[src/rtl/div_pkg.sv]
// div_pkg: shared types for the divider request scheduler.
// Request/response bundles and scheduler states.
package div_pkg;

   localparam int unsigned DIV_WORD_W = 8;
   localparam int unsigned DIV_TAG_W  = 4;

   typedef enum logic [1:0] {
      IDLE_S,
      ISSUE_S,
      WAIT_S,
      OUT_S
   } sched_state_t;

   typedef struct packed {
      logic [DIV_TAG_W-1:0]  tag;
      logic [DIV_WORD_W-1:0] dividend;
      logic [DIV_WORD_W-1:0] divisor;
   } div_req_t;

   typedef struct packed {
      logic [DIV_TAG_W-1:0]  tag;
      logic [DIV_WORD_W-1:0] quotient;
      logic [DIV_WORD_W-1:0] remainder;
      logic                  dbz;
   } div_rsp_t;

endpackage

[src/rtl/div_req_fifo.sv]
// div_req_fifo: synchronous request FIFO with occupancy count.
// Pointers wrap naturally; the count disambiguates full from empty.
module div_req_fifo
   import div_pkg::*;
#(
   parameter int unsigned DEPTH = 4,
   localparam int unsigned AW = $clog2(DEPTH)
) (
   input  logic          clk_i,
   input  logic          rst_ni,
   input  logic          push_i,
   input  div_req_t      din_i,
   input  logic          pop_i,
   output div_req_t      dout_o,
   output logic          full_o,
   output logic          empty_o,
   output logic [AW:0]   fill_o
);

   localparam logic [AW:0] FULL_CNT = (AW+1)'(DEPTH);

   div_req_t        mem_q [DEPTH];
   logic [AW-1:0]   wr_q;
   logic [AW-1:0]   rd_q;
   logic [AW:0]     cnt_q;
   logic            do_push;
   logic            do_pop;

   assign full_o  = (cnt_q == FULL_CNT);
   assign empty_o = (cnt_q == '0);
   assign fill_o  = cnt_q;
   assign dout_o  = mem_q[rd_q];
   assign do_push = push_i && !full_o;
   assign do_pop  = pop_i && !empty_o;

   always_ff @(posedge clk_i) begin
      if (do_push) mem_q[wr_q] <= din_i;
   end

   always_ff @(posedge clk_i or negedge rst_ni) begin
      if (!rst_ni) begin
         wr_q  <= '0;
         rd_q  <= '0;
         cnt_q <= '0;
      end else begin
         if (do_push) wr_q <= wr_q + 1'b1;
         if (do_pop)  rd_q <= rd_q + 1'b1;
         case ({do_push, do_pop})
            2'b10:   cnt_q <= cnt_q + 1'b1;
            2'b01:   cnt_q <= cnt_q - 1'b1;
            default: cnt_q <= cnt_q;
         endcase
      end
   end

endmodule

[src/rtl/div_req_sched.sv]
// div_req_sched: buffers divide requests and sequences them through
// the restoring divider one at a time, resolving divide-by-zero locally.
module div_req_sched
   import div_pkg::*;
#(
   parameter int unsigned WORD_W = DIV_WORD_W,
   parameter int unsigned TAG_W  = DIV_TAG_W,
   parameter int unsigned DEPTH  = 4
) (
   input  logic                     clk_i,
   input  logic                     rst_ni,
   input  logic                     s_valid_i,
   output logic                     s_ready_o,
   input  logic [WORD_W-1:0]        s_dividend_i,
   input  logic [WORD_W-1:0]        s_divisor_i,
   input  logic [TAG_W-1:0]         s_tag_i,
   output logic                     div_start_o,
   output logic [WORD_W-1:0]        div_dividend_o,
   output logic [WORD_W-1:0]        div_divisor_o,
   input  logic                     div_ready_i,
   input  logic                     div_valid_i,
   input  logic [WORD_W-1:0]        div_quotient_i,
   input  logic [WORD_W-1:0]        div_reminder_i,
   output logic                     m_valid_o,
   input  logic                     m_ready_i,
   output logic [WORD_W-1:0]        m_quotient_o,
   output logic [WORD_W-1:0]        m_remainder_o,
   output logic [TAG_W-1:0]         m_tag_o,
   output logic                     m_dbz_o,
   output logic [$clog2(DEPTH):0]   fill_o
);

   sched_state_t      state_q;
   div_req_t          req_in;
   div_req_t          head;
   div_rsp_t          rsp_q;
   logic [TAG_W-1:0]  tag_q;
   logic [WORD_W-1:0] dvd_q;
   logic [WORD_W-1:0] dvs_q;
   logic              full;
   logic              empty;
   logic              head_dbz;
   logic              pop;

   assign req_in   = '{tag: s_tag_i, dividend: s_dividend_i,
                       divisor: s_divisor_i};
   assign s_ready_o = !full;
   assign head_dbz = (head.divisor == '0);
   // Zero divisors bypass the divider, so they need not wait for it.
   assign pop = (state_q == IDLE_S) && !empty &&
                (head_dbz || div_ready_i);

   div_req_fifo #(.DEPTH(DEPTH)) u_fifo (
      .clk_i   (clk_i),
      .rst_ni  (rst_ni),
      .push_i  (s_valid_i && s_ready_o),
      .din_i   (req_in),
      .pop_i   (pop),
      .dout_o  (head),
      .full_o  (full),
      .empty_o (empty),
      .fill_o  (fill_o)
   );

   always_ff @(posedge clk_i or negedge rst_ni) begin
      if (!rst_ni) begin
         state_q <= IDLE_S;
         rsp_q   <= '0;
         tag_q   <= '0;
         dvd_q   <= '0;
         dvs_q   <= '0;
      end else begin
         unique case (state_q)
            IDLE_S: begin
               if (pop && head_dbz) begin
                  rsp_q   <= '{tag: head.tag, quotient: '1,
                               remainder: head.dividend, dbz: 1'b1};
                  state_q <= OUT_S;
               end else if (pop) begin
                  dvd_q   <= head.dividend;
                  dvs_q   <= head.divisor;
                  tag_q   <= head.tag;
                  state_q <= ISSUE_S;
               end
            end
            ISSUE_S: state_q <= WAIT_S;
            WAIT_S: begin
               if (div_valid_i) begin
                  rsp_q   <= '{tag: tag_q, quotient: div_quotient_i,
                               remainder: div_reminder_i, dbz: 1'b0};
                  state_q <= OUT_S;
               end
            end
            OUT_S: begin
               if (m_ready_i) state_q <= IDLE_S;
            end
         endcase
      end
   end

   assign div_start_o    = (state_q == ISSUE_S);
   assign div_dividend_o = dvd_q;
   assign div_divisor_o  = dvs_q;
   assign m_valid_o      = (state_q == OUT_S);
   assign m_quotient_o   = rsp_q.quotient;
   assign m_remainder_o  = rsp_q.remainder;
   assign m_tag_o        = rsp_q.tag;
   assign m_dbz_o        = rsp_q.dbz;

endmodule
[config.mk]
export PLATFORM = sky130hd
export DESIGN_NAME = div_req_sched
export DESIGN_NICKNAME = d
export VERILOG_FILES = /design/src/rtl/div_pkg.sv /design/src/rtl/div_req_fifo.sv /design/src/rtl/div_req_sched.sv
export SDC_FILE = /design/constraint.sdc
export NUM_CORES = 1
export LEC_CHECK = 0
export CORE_ASPECT_RATIO = 1.25
export CORE_MARGIN = 2
export CORE_UTILIZATION = 40
export DETAILED_ROUTE_END_ITERATION = 7
export GPL_TIMING_DRIVEN = 0
export PLACE_DENSITY = 0.61
export SYNTH_ARGS = -nofsm -noshare
export SYNTH_HDL_FRONTEND = slang
export SYNTH_HIERARCHICAL = 1
export SYNTH_SLANG_ARGS = --single-unit
[constraint.sdc]
create_clock -name clk_i -period 3.9 [get_ports clk_i]
set_clock_uncertainty 0.15 [all_clocks]
set_input_delay 1.17 -clock clk_i [delete_from_list [all_inputs] [get_ports clk_i]]
set_output_delay 1.17 -clock clk_i [all_outputs]
set_load 0.005 [all_outputs]
## Word level (Yosys, flattened, before mapping)

Memory sizes are Yosys's and may differ from the RTL's.
Index checks and enable logic that the tools add are counted.

- Register bits: 50
- Memories kept: 1
- Input bits: 42
- Memory bits (writable): 80

Memories:

| name | depth | width | rd ports | clocked after Yosys merged registers in | wr ports | line | text |
|---|---|---|---|---|---|---|---|
| u_fifo.mem_q | 4 | 20 | 1 | 0 | 1 | div_req_fifo.sv:22 | `div_req_t mem_q [DEPTH];` |

- Bitwise gates (word level): 1
- Reduce and logical (&&, ||, !) cells: 17
- $add $sub $neg: 4
- Multiplexer cells: 11
- Equal/unequal tests: 10

Operators with widths:

| kind | count |
|---|---|
| 21-bit two-way mux | 2 |
| 21-bit one-hot mux with 2 select lines | 1 |
| 3-bit AND reduction | 3 |
| 8-bit logical NOT | 1 |
| 2-bit two-way mux | 4 |
| 2-bit one-hot mux with 4 select lines | 1 |
| 2-bit == test (second input constant) | 3 |
| 1-bit logical AND | 6 |
| 3-bit one-hot mux with 2 select lines | 1 |
| 2-bit by 1-bit adder with 2-bit output (second input constant) | 2 |
| 2-bit by 1-bit == test with 1-bit output (second input constant) | 2 |
| 2-bit by 1-bit != test with 1-bit output (second input constant) | 2 |
| 2-bit nonzero test | 2 |
| 3-bit by 1-bit adder with 3-bit output (second input constant) | 1 |
| 3-bit == test (second input constant) | 1 |
| 3-bit logical NOT | 1 |
| 3-bit by 2-bit != test with 1-bit output (second input constant) | 1 |
| 3-bit by 1-bit subtractor with 3-bit output (second input constant) | 1 |
| 1-bit logical NOT | 2 |
| 2-bit logical NOT | 1 |
| 1-bit two-way mux | 2 |
| 2-bit != test (second input constant) | 1 |
| 1-bit logical OR | 1 |
| 1-bit NOT | 1 |

## Longest topological paths before layout

Gate-level depths: netlist of the first run.

- Depth after elaboration: 7
- Mapped depth: 12
- Gate-level depth less buffers: 11

## By module

The synthesis of the first run kept the hierarchy.

Modules (own cells, without submodules):

| module | area each (sq um) | cells an instance | times used | sequential area each (sq um) |
|---|---|---|---|---|
| div_req_fifo | 3331.9 | 141 | 1 | 2577.5 |
| div_req_sched | 2038.2 | 165 | 1 | 1076.0 |

## Worst setup path before layout of the first run

No wires, ideal clock.

- Kind: register to register
- From: register u_fifo.rd_q[0]
- To: register u_fifo.cnt_q[2], in the netlist u_fifo/fill_o[2]
- Slack: 773 ps
- Setup time: 79 ps
- Arrival time: 2898 ps
- Cell stages (with the launch flop): 13
- Path buffers: 1
- Data required time: 3671 ps
- Path through: dfrtp_1 -> buf_6 -> mux4_2 -> nor4_1 -> a21oi_1 -> nor2_1 -> o31a_2 -> ha_1 -> inv_1 -> fa_1 -> xor2_1 -> nor2_1 -> xor2_1

RTL lines:

| item | line | text |
|---|---|---|
| start: declaration | div_req_fifo.sv:24 | `logic [AW-1:0] rd_q;` |
| start signal: assignment | div_req_fifo.sv:47 | `if (do_pop) rd_q <= rd_q + 1'b1;` |
| end signal: assignment | div_req_fifo.sv:49 | `2'b10: cnt_q <= cnt_q + 1'b1;` |
| end signal: assignment | div_req_fifo.sv:50 | `2'b01: cnt_q <= cnt_q - 1'b1;` |
| end signal: assignment | div_req_fifo.sv:51 | `default: cnt_q <= cnt_q;` |
| end: declaration | div_req_fifo.sv:25 | `logic [AW:0] cnt_q;` |

==> results_dict.tcl, run 1 <==
set metrics [dict create \
    outcome "complete, no violations" \
    h-tree-depth 4 \
    clock_sinks 130 \
    worst_pin_slew_ns 0.666 \
    ys_top_cells_by_area "edfxtp_1 45%, dfrtp_1 23%, mux4_2 8.0%" \
    syn_area_per_cell_um2 17.5 \
    post_drt_wl_per_cell_um 17.7 \
    end_kind "flop" \
    grt_max_degree 27 \
    fmax_mhz 278 \
    r2r_start "u_fifo/rd_q[0]$_DFFE_PN0P_" \
    fp.dieH_um 134 \
    via_per_inst 5.15 \
    numPortBuffers 84 \
    synthFlopType "edfxtp_1" \
    holdBufCountCts 0 \
    worst-path-buf-inv 2 \
    final_cell_area_um2 7020 \
    n_antenna_cell 0 \
    critPathArrivalTime_ns 3.78 \
    min_period_over_period 0.922 \
    grt_antenna_before_repair 0 \
    ys_async_sr_fraction 0.385 \
    cp_slowest_cell "mux4_2" \
    place_congestion 0.727 \
    timing_hold_violations_final 0 \
    layout-drive-gt1-share 0.225 \
    cts_buffers 17 \
    post-cts-setup-buffers 0 \
    synth_cell_types 42 \
    die_w_um 108 \
    synth_nets 359 \
    power.leakage_uw 0.00256 \
    rows 47 \
    route.detailed.drc 0 \
    dpl_cell_area_um2 6440 \
    drv_cap 0 \
    slew_headroom 0.552 \
    power.density_nw_per_um2 802 \
    grt_use_total 0.155 \
    total_power_uw 5630 \
    grt_pass1_vias 3175 \
    whs_ns 0.341 \
    synth_edf_count 80 \
    setup_viol 0 \
    num_vias 3059 \
    maxSlewViolCount 0 \
    cp-start-kind "flop" \
    drt_iter0_drc 137 \
    crit_type "reg -> reg" \
    grt_pass1_wl_um 16800 \
    postCtsResizedCells 0 \
    cts_root_buf "clkbuf_16" \
    ff2ff_setup_slack_ns 0.30 \
    cts_tree "built" \
    synth_seq_cells 130 \
    critical-path-top-delay-family "simple AND/OR/NAND/NOR gates" \
    synthCells 306 \
    ant_nets 0 \
    peakVddDrop_v 0.000336 \
    netlist.area_leader.share 0.447 \
    holdCritStartpoint "m_dbz_o$_DFFE_PN0P_" \
    first_pass_iters 4 \
    path_max_fanout 10 \
    die-area_um2 14400 \
    clkTransAtPathRegs_ns 0.06 \
    rsz0062_at_grt "no" \
    ys_seq_area_frac 0.680 \
    hpwlAfterDp_um 7390 \
    clk_path_buf_depth 2 \
    worstPathCellList "buf_6, mux4_2, nor4_1, a21oi_1, nor2_1, o31a_2, ha_1, inv_1, fa_1, xor2_1, nor2_1, xor2_1" \
    dp.cells 562 \
    nNetsFinal 463 \
    syn2layout_area_growth_pct 30.8 \
    io_pins 85 \
    yosysTopAreaCell "edfxtp_1" \
    overflow 0 \
    fin_cells 594 \
    synth_warnings 6 \
    required_ns 4.08 \
    netlist_area_um2 5370 \
    min_period_ns 3.60 \
    critical_path.max_stage_delay_ns 0.57 \
    insertion_delay_ns 0.41 \
    initial_core_util 0.408 \
    hp-class "reg -> reg" \
    coreArea_um2 13200 \
    wirelength_um 10500 \
    worstSetupStartpoint "u_fifo/rd_q[0]$_DFFE_PN0P_" \
]
## path summary, 6_finish.rpt
path                                            endpoint  depth (start not counted)
max in group asynchronous         m_tag_o[3]$_DFFE_PN0P_                          2
min                                  m_dbz_o$_DFFE_PN0P_                          1
max reg2reg                 u_fifo/fill_o[2]$_DFFE_PN0P_                         12
min in group asynchronous  div_dividend_o[0]$_DFFE_PN0P_                          1
max                         u_fifo/fill_o[2]$_DFFE_PN0P_                         12
min reg2reg                          m_dbz_o$_DFFE_PN0P_                          1
## per-stage QoR
step,TNS (ns),util,setup slack (ns)
floorplan,0,-,0.773
global placement,-1.32,0.488,-0.0293
detailed placement,0,0.489,0.305
CTS,0,0.533,0.271
global route,0,0.533,0.0801
finish,0,0.533,0.303
## power by group
group	total, uW	internal, uW	switching, uW
clock network	1540	948	591
logic	1950	1080	865
registers	2150	1920	228
total	5630	3950	1680
## kinds of logic (layout without fill, tap and decap cells)
group,Yosys count,count (layout),synth area share
adders and majority gates,11,11,0.0270
AOI/OAI and AO/OA,60,60,0.0811
and+or+nand+nor,30,30,0.0438
muxes,44,44,0.135
DFF,130,130,0.680
buffers and inverters,25,142,0.0228
xor gates and xnor gates,6,6,0.00979
## registers in the layout (all words and copies together) (netlist names), 3 cells and up
name / count
u_fifo/mem_q: 80
div_dividend_o: 8
div_divisor_o: 8
m_quotient_o: 8
m_remainder_o: 8
m_tag_o: 4
tag_q: 4
u_fifo/fill_o: 3
## cells in the final DEF, fill, tap and decap left out, drive strengths merged, types with 2 or more instances in the layout
master / count
clkdlybuf4s50: 83
edfxtp: 80
dfrtp: 50
mux2: 22
clkbuf: 21
mux4: 20
inv: 17
o21ai: 14
a22oi: 12
buf: 11
a21oi: 10
ha: 10
and2: 9
o22a: 8
a22o: 7
a221oi: 5
nor2b: 5
clkinv: 5
nor2: 4
nor4: 4
clkinvlp: 3
xnor2: 3
xor2: 3
nand2: 2
or4: 2
mux2i: 2
bufinv: 2
## metal layers
metal  up-vias  GRT usage  share of wire
li1       1418          -              -
met1      1556      0.186           0.40
met2        80      0.269           0.54
met3         5     0.0426          0.051
met4         0     0.0513         0.0078
met5         -          0              0
## worst reg2reg max path: stages, from the launching register on
cell     delay, ns
dfrtp_1       0.47
buf_6         0.24
mux4_2        0.58
nor4_1        0.50
a21oi_1       0.17
nor2_1        0.14
o31a_2        0.22
ha_1          0.20
inv_1         0.06
fa_1          0.38
xor2_1        0.15
nor2_1        0.11
xor2_1        0.15
## cells in the mapped netlist (2+ instances only)
cell / count
a21oi_1: 10
a221oi_1: 5
a22o_1: 7
a22oi_1: 12
and2_1: 5
and2_2: 4
buf_2: 5
buf_6: 3
clkbuf_1: 3
dfrtp_1: 50
edfxtp_1: 80
ha_1: 10
inv_1: 13
mux2_2: 21
mux2i_1: 2
mux4_2: 19
nand2_1: 2
nor2_1: 3
nor2b_1: 4
nor4_1: 2
o21ai_1: 13
o22a_1: 8
or4_4: 2
xnor2_1: 3
xor2_1: 3
## area by class of cell
type                       count  area [um2]
clock buffer                  18         429
inverter                      13        48.8
buffer                        12        73.8
clock inverter                14         154
tap                          171         214
sequential                   130        3650
timing repair buffer          85         856
fill                        1085        6150
multi-input combinational    151        1590
Note: power is estimated with default switching activity, not from simulation.
==> inputs of run 2 (changes only) <==
ABC_AREA = 1   (was unset)
CORE_UTILIZATION = 45   (was 40)
PLACE_DENSITY = 0.67   (was 0.61)
==> run 2 against run 1 <==
Effect of this change:
- utilization is 6.2 points higher
- fmax is 17% higher
- sequential power is 2% lower
- total power is 4.8% higher
- largest cell class unchanged
- final area is 7.2% higher
- first-iteration DRC count is 64% higher
- synthesized cell count is 83% higher
- via count is 33% higher
==> results_dict.tcl, run 2 <==
set metrics [dict create \
    outcome "complete, no violations" \
    drv_cap 0 \
    worst_pin_slew_ns 0.634 \
    slew_headroom 0.577 \
    fin_ws_ns 0.813 \
    crit_type "reg -> reg" \
    yosys.area_share.xor_xnor 0.00151 \
    synth_cell_types 27 \
    maxSlewViolCount 0 \
    place_congestion 0.811 \
    r2r_start "u_fifo/rd_q[0]$_DFFE_PN0P_" \
    ant_nets 0 \
    overflow 0 \
    rsz0062_at_grt "no" \
    synth.most_common_cell "nand2_1" \
    synth_mux_area_frac 0 \
    hpwlAfterDp_um 8630 \
    syn_area_per_cell_um2 10.4 \
    worstPathCellList "inv_2, buf_6, nand2_1, o211ai_1, nand2_1, nor2_1, nand2_1, nor2_4, nand2_2, nand2_1, nand2_1, inv_1, ha_1, inv_1, fa_1, nand2_1, nand3_1, nand2_1, nand2_1" \
    grt_use_total 0.186 \
    holdCritStartpoint "div_divisor_o[3]$_DFFE_PN0P_" \
    cts_root_buf "clkbuf_16" \
    cp-start-kind "flop" \
    synth_compound_area_frac 0.0667 \
    crit_top_cell "nand2_1" \
    grt_antenna_before_repair 0 \
    netlist.area_leader.share 0.413 \
    synthCells 559 \
    critPathArrivalTime_ns 3.24 \
    cp_slowest_cell "dfrtp_1" \
    dp_slack_ns 0.613 \
    via_per_inst 4.79 \
    clk_path_buf_depth 2 \
    peakVddDrop_v 0.000426 \
    holdBufCountCts 0 \
    timing_hold_violations_final 0 \
    timing.rr.end "u_fifo/fill_o[2]$_DFFE_PN0P_" \
    nNetsFinal 720 \
    setup_viol 0 \
    yosysTopAreaCell "edfxtp_1" \
    io_pins 85 \
    ff2ff_setup_slack_ns 0.81 \
    num_vias 4064 \
    ys_async_sr_fraction 0.385 \
    yosys.area_share.simple 0.193 \
    drt_iter0_drc 225 \
    netlist_area_um2 5820 \
    path_max_fanout 10 \
    final_cell_mix "195 x nand2_1, 83 x clkdlybuf4s50_1, 80 x edfxtp_1, 64 x inv_1, 50 x dfrtp_1" \
    numPortBuffers 84 \
    ys_seq_area_frac 0.628 \
    synth_warnings 6 \
    coreArea_um2 12700 \
    min_period_over_period 0.791 \
    postCtsResizedCells 0 \
    layout-drive-gt1-share 0.132 \
    end_kind "flop" \
    insertion_delay_ns 0.41 \
    die-area_um2 13900 \
    critical_path.max_stage_delay_ns 0.41 \
    reg2reg_depth 19 \
    hold_depth 2 \
    synthFlopType "edfxtp_1" \
    grt_pass1_wl_um 20100 \
    mostFrequentLayoutCell "nand2_1" \
    whs_ns 0.319 \
    grt_max_degree 37 \
    initial_core_util 0.459 \
    min_period_ns 3.09 \
    required_ns 4.05 \
    n_antenna_cell 0 \
    fmax_mhz 324 \
    rows 46 \
    power.leakage_uw 0.00335 \
    synth_seq_cells 130 \
    post-cts-setup-buffers 0 \
    grt_pass1_vias 4169 \
    synthAdderAreaFrac 0.0249 \
    first_pass_iters 5 \
    fp.dieH_um 131 \
    power.density_nw_per_um2 784 \
    regMostFlops "u_fifo/mem_q" \
    synth_nets 612 \
    synth_top_family_by_area "simple AND/OR/NAND/NOR gates" \
    hp-class "reg -> reg" \
    largest_register_ffs 80 \
    ys_top_cells_by_area "edfxtp_1 41%, dfrtp_1 22%, nand2_1 13%" \
    wirelength_um 12200 \
    cts_buffers 17 \
    syn2layout_area_growth_pct 29.4 \
    cts_tree "built" \
    synth_edf_count 80 \
    die_w_um 106 \
    synth_commonest_cells "195 x nand2_1, 80 x edfxtp_1, 64 x inv_1, 50 x dfrtp_1, 48 x nand3_1" \
    hold_end "div_divisor_o[3]$_DFFE_PN0P_" \
    route.detailed.drc 0 \
    h-tree-depth 4 \
    post_drt_wl_per_cell_um 14.4 \
    clock_sinks 130 \
    clkTransAtPathRegs_ns 0.06 \
]
[run 2: cell types whose count changed after synthesis, moves of 7 or more]
cell      delta
nand2_1    +193
inv_1       +51
nand3_1     +48
o211ai_1    +38
mux2_2      -21
mux4_2      -19
o21ai_1     -13
a22oi_1     -12
buf_6       +11
a21oi_1     -10
o22a_1       -8
or2_2        +8
a22o_1       -7
inv_2        +7
[run 2: area by class of cell]
| class | count | area, um2 |
|---|---|---|
| clock inverters | 13 | 143 |
| flip-flops and latches | 130 | 3650 |
| clock buffers | 19 | 433 |
| fillers | 1045 | 5130 |
| plain buffers | 26 | 228 |
| well taps | 168 | 210 |
| multi-input cells | 331 | 1680 |
| inverters | 72 | 272 |
| repair buffers | 89 | 916 |
[run 2: worst max-delay path by stage]
stage / to / cells past startpoint / start
2_1_floorplan: u_fifo/mem_q[0][0]$_DFFE_PP_ / 4 / s_valid_i
3_3_place_gp: u_fifo/mem_q[2][13]$_DFFE_PP_ / 5 / s_valid_i
3_5_place_dp: u_fifo/mem_q[2][3]$_DFFE_PP_ / 6 / s_valid_i
4_1_cts: u_fifo/fill_o[2]$_DFFE_PN0P_ / 19 / u_fifo/rd_q[0]$_DFFE_PN0P_
5_1_grt: u_fifo/fill_o[2]$_DFFE_PN0P_ / 19 / u_fifo/rd_q[0]$_DFFE_PN0P_
6_report: u_fifo/fill_o[2]$_DFFE_PN0P_ / 19 / u_fifo/rd_q[0]$_DFFE_PN0P_
[run 2: per-layer routing]
| layer | vias to the layer above | routed length (um) | part of all wire | GRT usage |
|---|---|---|---|---|
| met3 | 20 | 600 | 0.049 | 0.0471 |
| met1 | 1887 | 5190 | 0.43 | 0.226 |
| met4 | 0 | 234 | 0.019 | 0.0841 |
| met2 | 114 | 6160 | 0.51 | 0.310 |
| met5 | - | 0 | 0 | 0 |
| li1 | 2043 | - | - | - |
[run 2: cell families (layout without fill, tap and decap cells)]
logic type / after synthesis / in the layout
buffers and inverters: 98 / 219
adders and majority gates: 11 / 11
and+or+nand+nor: 268 / 268
DFF: 130 / 130
AOI/OAI and AO/OA: 51 / 51
xor gates and xnor gates: 1 / 1
[run 2: power by group]
group	leakage, uW	total, uW	switching (uW)	internal, uW
combinational	0.00172	2270	1260	1010
clock	0.000274	1530	539	990
sequential	0.00135	2100	200	1910
total	0.00335	5900	2000	3900
[run 2: critical path: cells and delay by family (launching register included)]
| kind | cells | cell delay (ns) |
|---|---|---|
| flip-flops | 1 | 0.41 |
| buffers and inverters | 4 | 0.59 |
| adder cells (fa/ha/maj) | 2 | 0.56 |
| AND/OR/NAND/NOR | 12 | 1.18 |
| AO/OA/AOI/OAI | 1 | 0.09 |
[run 2: metrics by stage]
step	total power, uW	utilization	instances	instance area (um2)	TNS (ns)
6_report	5900	0.595	848	7530	0
4_1_cts	5950	0.595	848	7530	0
3_5_place_dp	4410	0.549	816	6950	0
3_3_place_gp	4300	0.542	811	6870	-6.63
5_1_grt	6290	0.595	848	7530	0
2_1_floorplan	3450	-	559	5820	0
==> inputs of run 3 (changes only) <==
PLACE_DENSITY = 0.7   (was 0.67)
clock period = 2.7 ns   (was 3.9 ns; I/O delays follow)
==> run 3 against run 2 <==
Effect of this change:
- the flow now finishes with violations (negative setup slack)
- sequential share of layout area fell by 2.1 points
- final area rose by 4.5%
- final cell count rose by 3.2%
- global-route usage rose by 0.62 points
- clock-buffer cell count rose by 2
- fmax rose by 9.3%
- largest cell class unchanged
- largest power group unchanged
==> results_dict.tcl, run 3 (synthesized netlist as in run 2, its figures left out) <==
set metrics [dict create \
    multiInputGateArea_um2 1710 \
    via_per_inst 4.99 \
    clock_sinks 130 \
    final_cell_mix "191 x nand2_1, 83 x clkdlybuf4s50_1, 80 x edfxtp_1, 61 x inv_1, 50 x dfrtp_1" \
    critical-path-top-delay-family "simple AND/OR/NAND/NOR gates" \
    critPathArrivalTime_ns 2.97 \
    grt_antenna_before_repair 0 \
    worst-path-buf-inv 6 \
    power.leakage_uw 0.00352 \
    coreArea_um2 12700 \
    end_kind "flop" \
    grt_max_degree 29 \
    crit_type "reg -> reg" \
    syn2layout_area_growth_pct 35.3 \
    numPortBuffers 84 \
    outcome "finished, violations left" \
    fillers 972 \
    worstPathCellList "clkinv_4, buf_8, buf_6, o211ai_1, nand2_1, nor2_1, nand2_1, nor2_4, nand2_2, nand2_2, nand2_2, inv_2, ha_4, inv_4, fa_2, inv_2, nand2_2, nand4_1, nand2_1" \
    power.density_nw_per_um2 1180 \
    holdBufCountCts 0 \
    violations "negative setup slack" \
    setup_viol 2 \
    hp-class "in -> async" \
    num_vias 4366 \
    die-area_um2 13900 \
    dp.cells 816 \
    cp_num_cells 19 \
    insertion_delay_ns 0.41 \
    fin_cells 875 \
    overflow 0 \
    timing_hold_violations_final 0 \
    worstSetupStartpoint "u_fifo/rd_q[0]$_DFFE_PN0P_" \
    n_antenna_cell 0 \
    initial_core_util 0.459 \
    rsz0062_at_grt "yes" \
    wirelength_um 13100 \
    crit_top_cell "nand2_2" \
    clk_path_buf_depth 2 \
    cts_buffers 17 \
    timing.rr.end "u_fifo/fill_o[2]$_DFFE_PN0P_" \
    worst_pin_slew_ns 0.699 \
    nNetsFinal 747 \
    cp-start-kind "flop" \
    drt_iter0_drc 274 \
    drv_cap 0 \
    cp_slowest_cell "dfrtp_1" \
    clkTransAtPathRegs_ns 0.05 \
    grt_pass1_wl_um 20800 \
    post-route-util 0.622 \
    min_period_ns 2.82 \
    ff2ff_setup_slack_ns -0.12 \
    peakVddDrop_v 0.000646 \
    grt_pass1_vias 4276 \
    first_pass_iters 5 \
    post_drt_wl_per_cell_um 15.0 \
    total_power_uw 9260 \
    ant_nets 0 \
    slew_headroom 0.533 \
    largest_register_ffs 80 \
    r2r_start "u_fifo/rd_q[0]$_DFFE_PN0P_" \
    h-tree-depth 4 \
    whs_ns 0.253 \
    hpwlAfterDp_um 8670 \
    route.detailed.drc 0 \
    layout-drive-gt1-share 0.185 \
    rows 46 \
    required_ns 2.85 \
    final-seq-area_um2 3650 \
    cts_root_buf "clkbuf_16" \
    fmax_mhz 354 \
    maxSlewViolCount 0 \
    fp.dieH_um 131 \
    dp_slack_ns -0.385 \
    die_w_um 106 \
    reg2reg_depth 19 \
    cts_tree "built" \
    mostFrequentLayoutCell "nand2_1" \
    grt_use_total 0.192 \
    io_pins 85 \
    regMostFlops "u_fifo/mem_q" \
    path_max_fanout 6 \
    min_period_over_period 1.05 \
    critical_path.max_stage_delay_ns 0.41 \
    place_congestion 0.827 \
    fin_ws_ns -0.124 \
]
## run 3: worst register-to-register path: cells and delay by family, from the launching register on
kind	cells	cell delay [ns]
compound gates	1	0.16
simple gates	10	0.88
buf+inv	6	0.62
flops	1	0.41
fa+ha+maj	2	0.51
## run 3: per-layer routing
layer,wire length [um],GRT usage,vias up
met5,0,0,-
met4,285,0.0760,0
met3,689,0.0441,27
met2,6730,0.333,156
met1,5440,0.230,2076
li1,-,-,2107
## run 3: layout make-up
cell class                      instances  share of cell area
Multi-Input combinational cell        331               0.217
Sequential cell                       130               0.464
Buffer                                 26              0.0304
Inverter                               72              0.0355
Clock inverter                         11              0.0205
Tap cell                              168              0.0267
Clock buffer                           21              0.0560
Timing Repair Buffer                  116               0.150
## run 3: where the power goes
group          total [uW]  switching (uW)  internal (uW)
logic                3900            2040           1860
clock network        2320             783           1540
registers            3040             287           2750
total                9260            3110           6150
## run 3: metrics by stage
| stage | TNS, ns | cell area [um2] |
|---|---|---|
| 3_3_place_gp | -120.44 | 6870 |
| 6_report | -0.194 | 7870 |
| 4_1_cts | -0.0176 | 7770 |
| 3_5_place_dp | -9.88 | 6950 |
| 5_1_grt | -0.573 | 7870 |
| 2_1_floorplan | 0 | 5820 |
## run 3: worst max-delay path by stage
stage                                   endpoint  slack (ns)
floorplan           u_fifo/fill_o[2]$_DFFE_PN0P_         0.1
global placement    u_fifo/mem_q[0][2]$_DFFE_PP_       -0.96
detailed placement  u_fifo/fill_o[2]$_DFFE_PN0P_       -0.39
CTS                 u_fifo/fill_o[2]$_DFFE_PN0P_       -0.02
global route        u_fifo/fill_o[2]$_DFFE_PN0P_       -0.28
finish              u_fifo/fill_o[2]$_DFFE_PN0P_       -0.12
## run 3: timing repair
action                                  4_1_cts  5_1_grt
endpoints found under the setup margin        2        4
resized for setup                            13       16
gates cloned                                  1        0
pin swaps                                     7        9
endpoints found under the hold margin         0        0
buffers inserted                             21        6
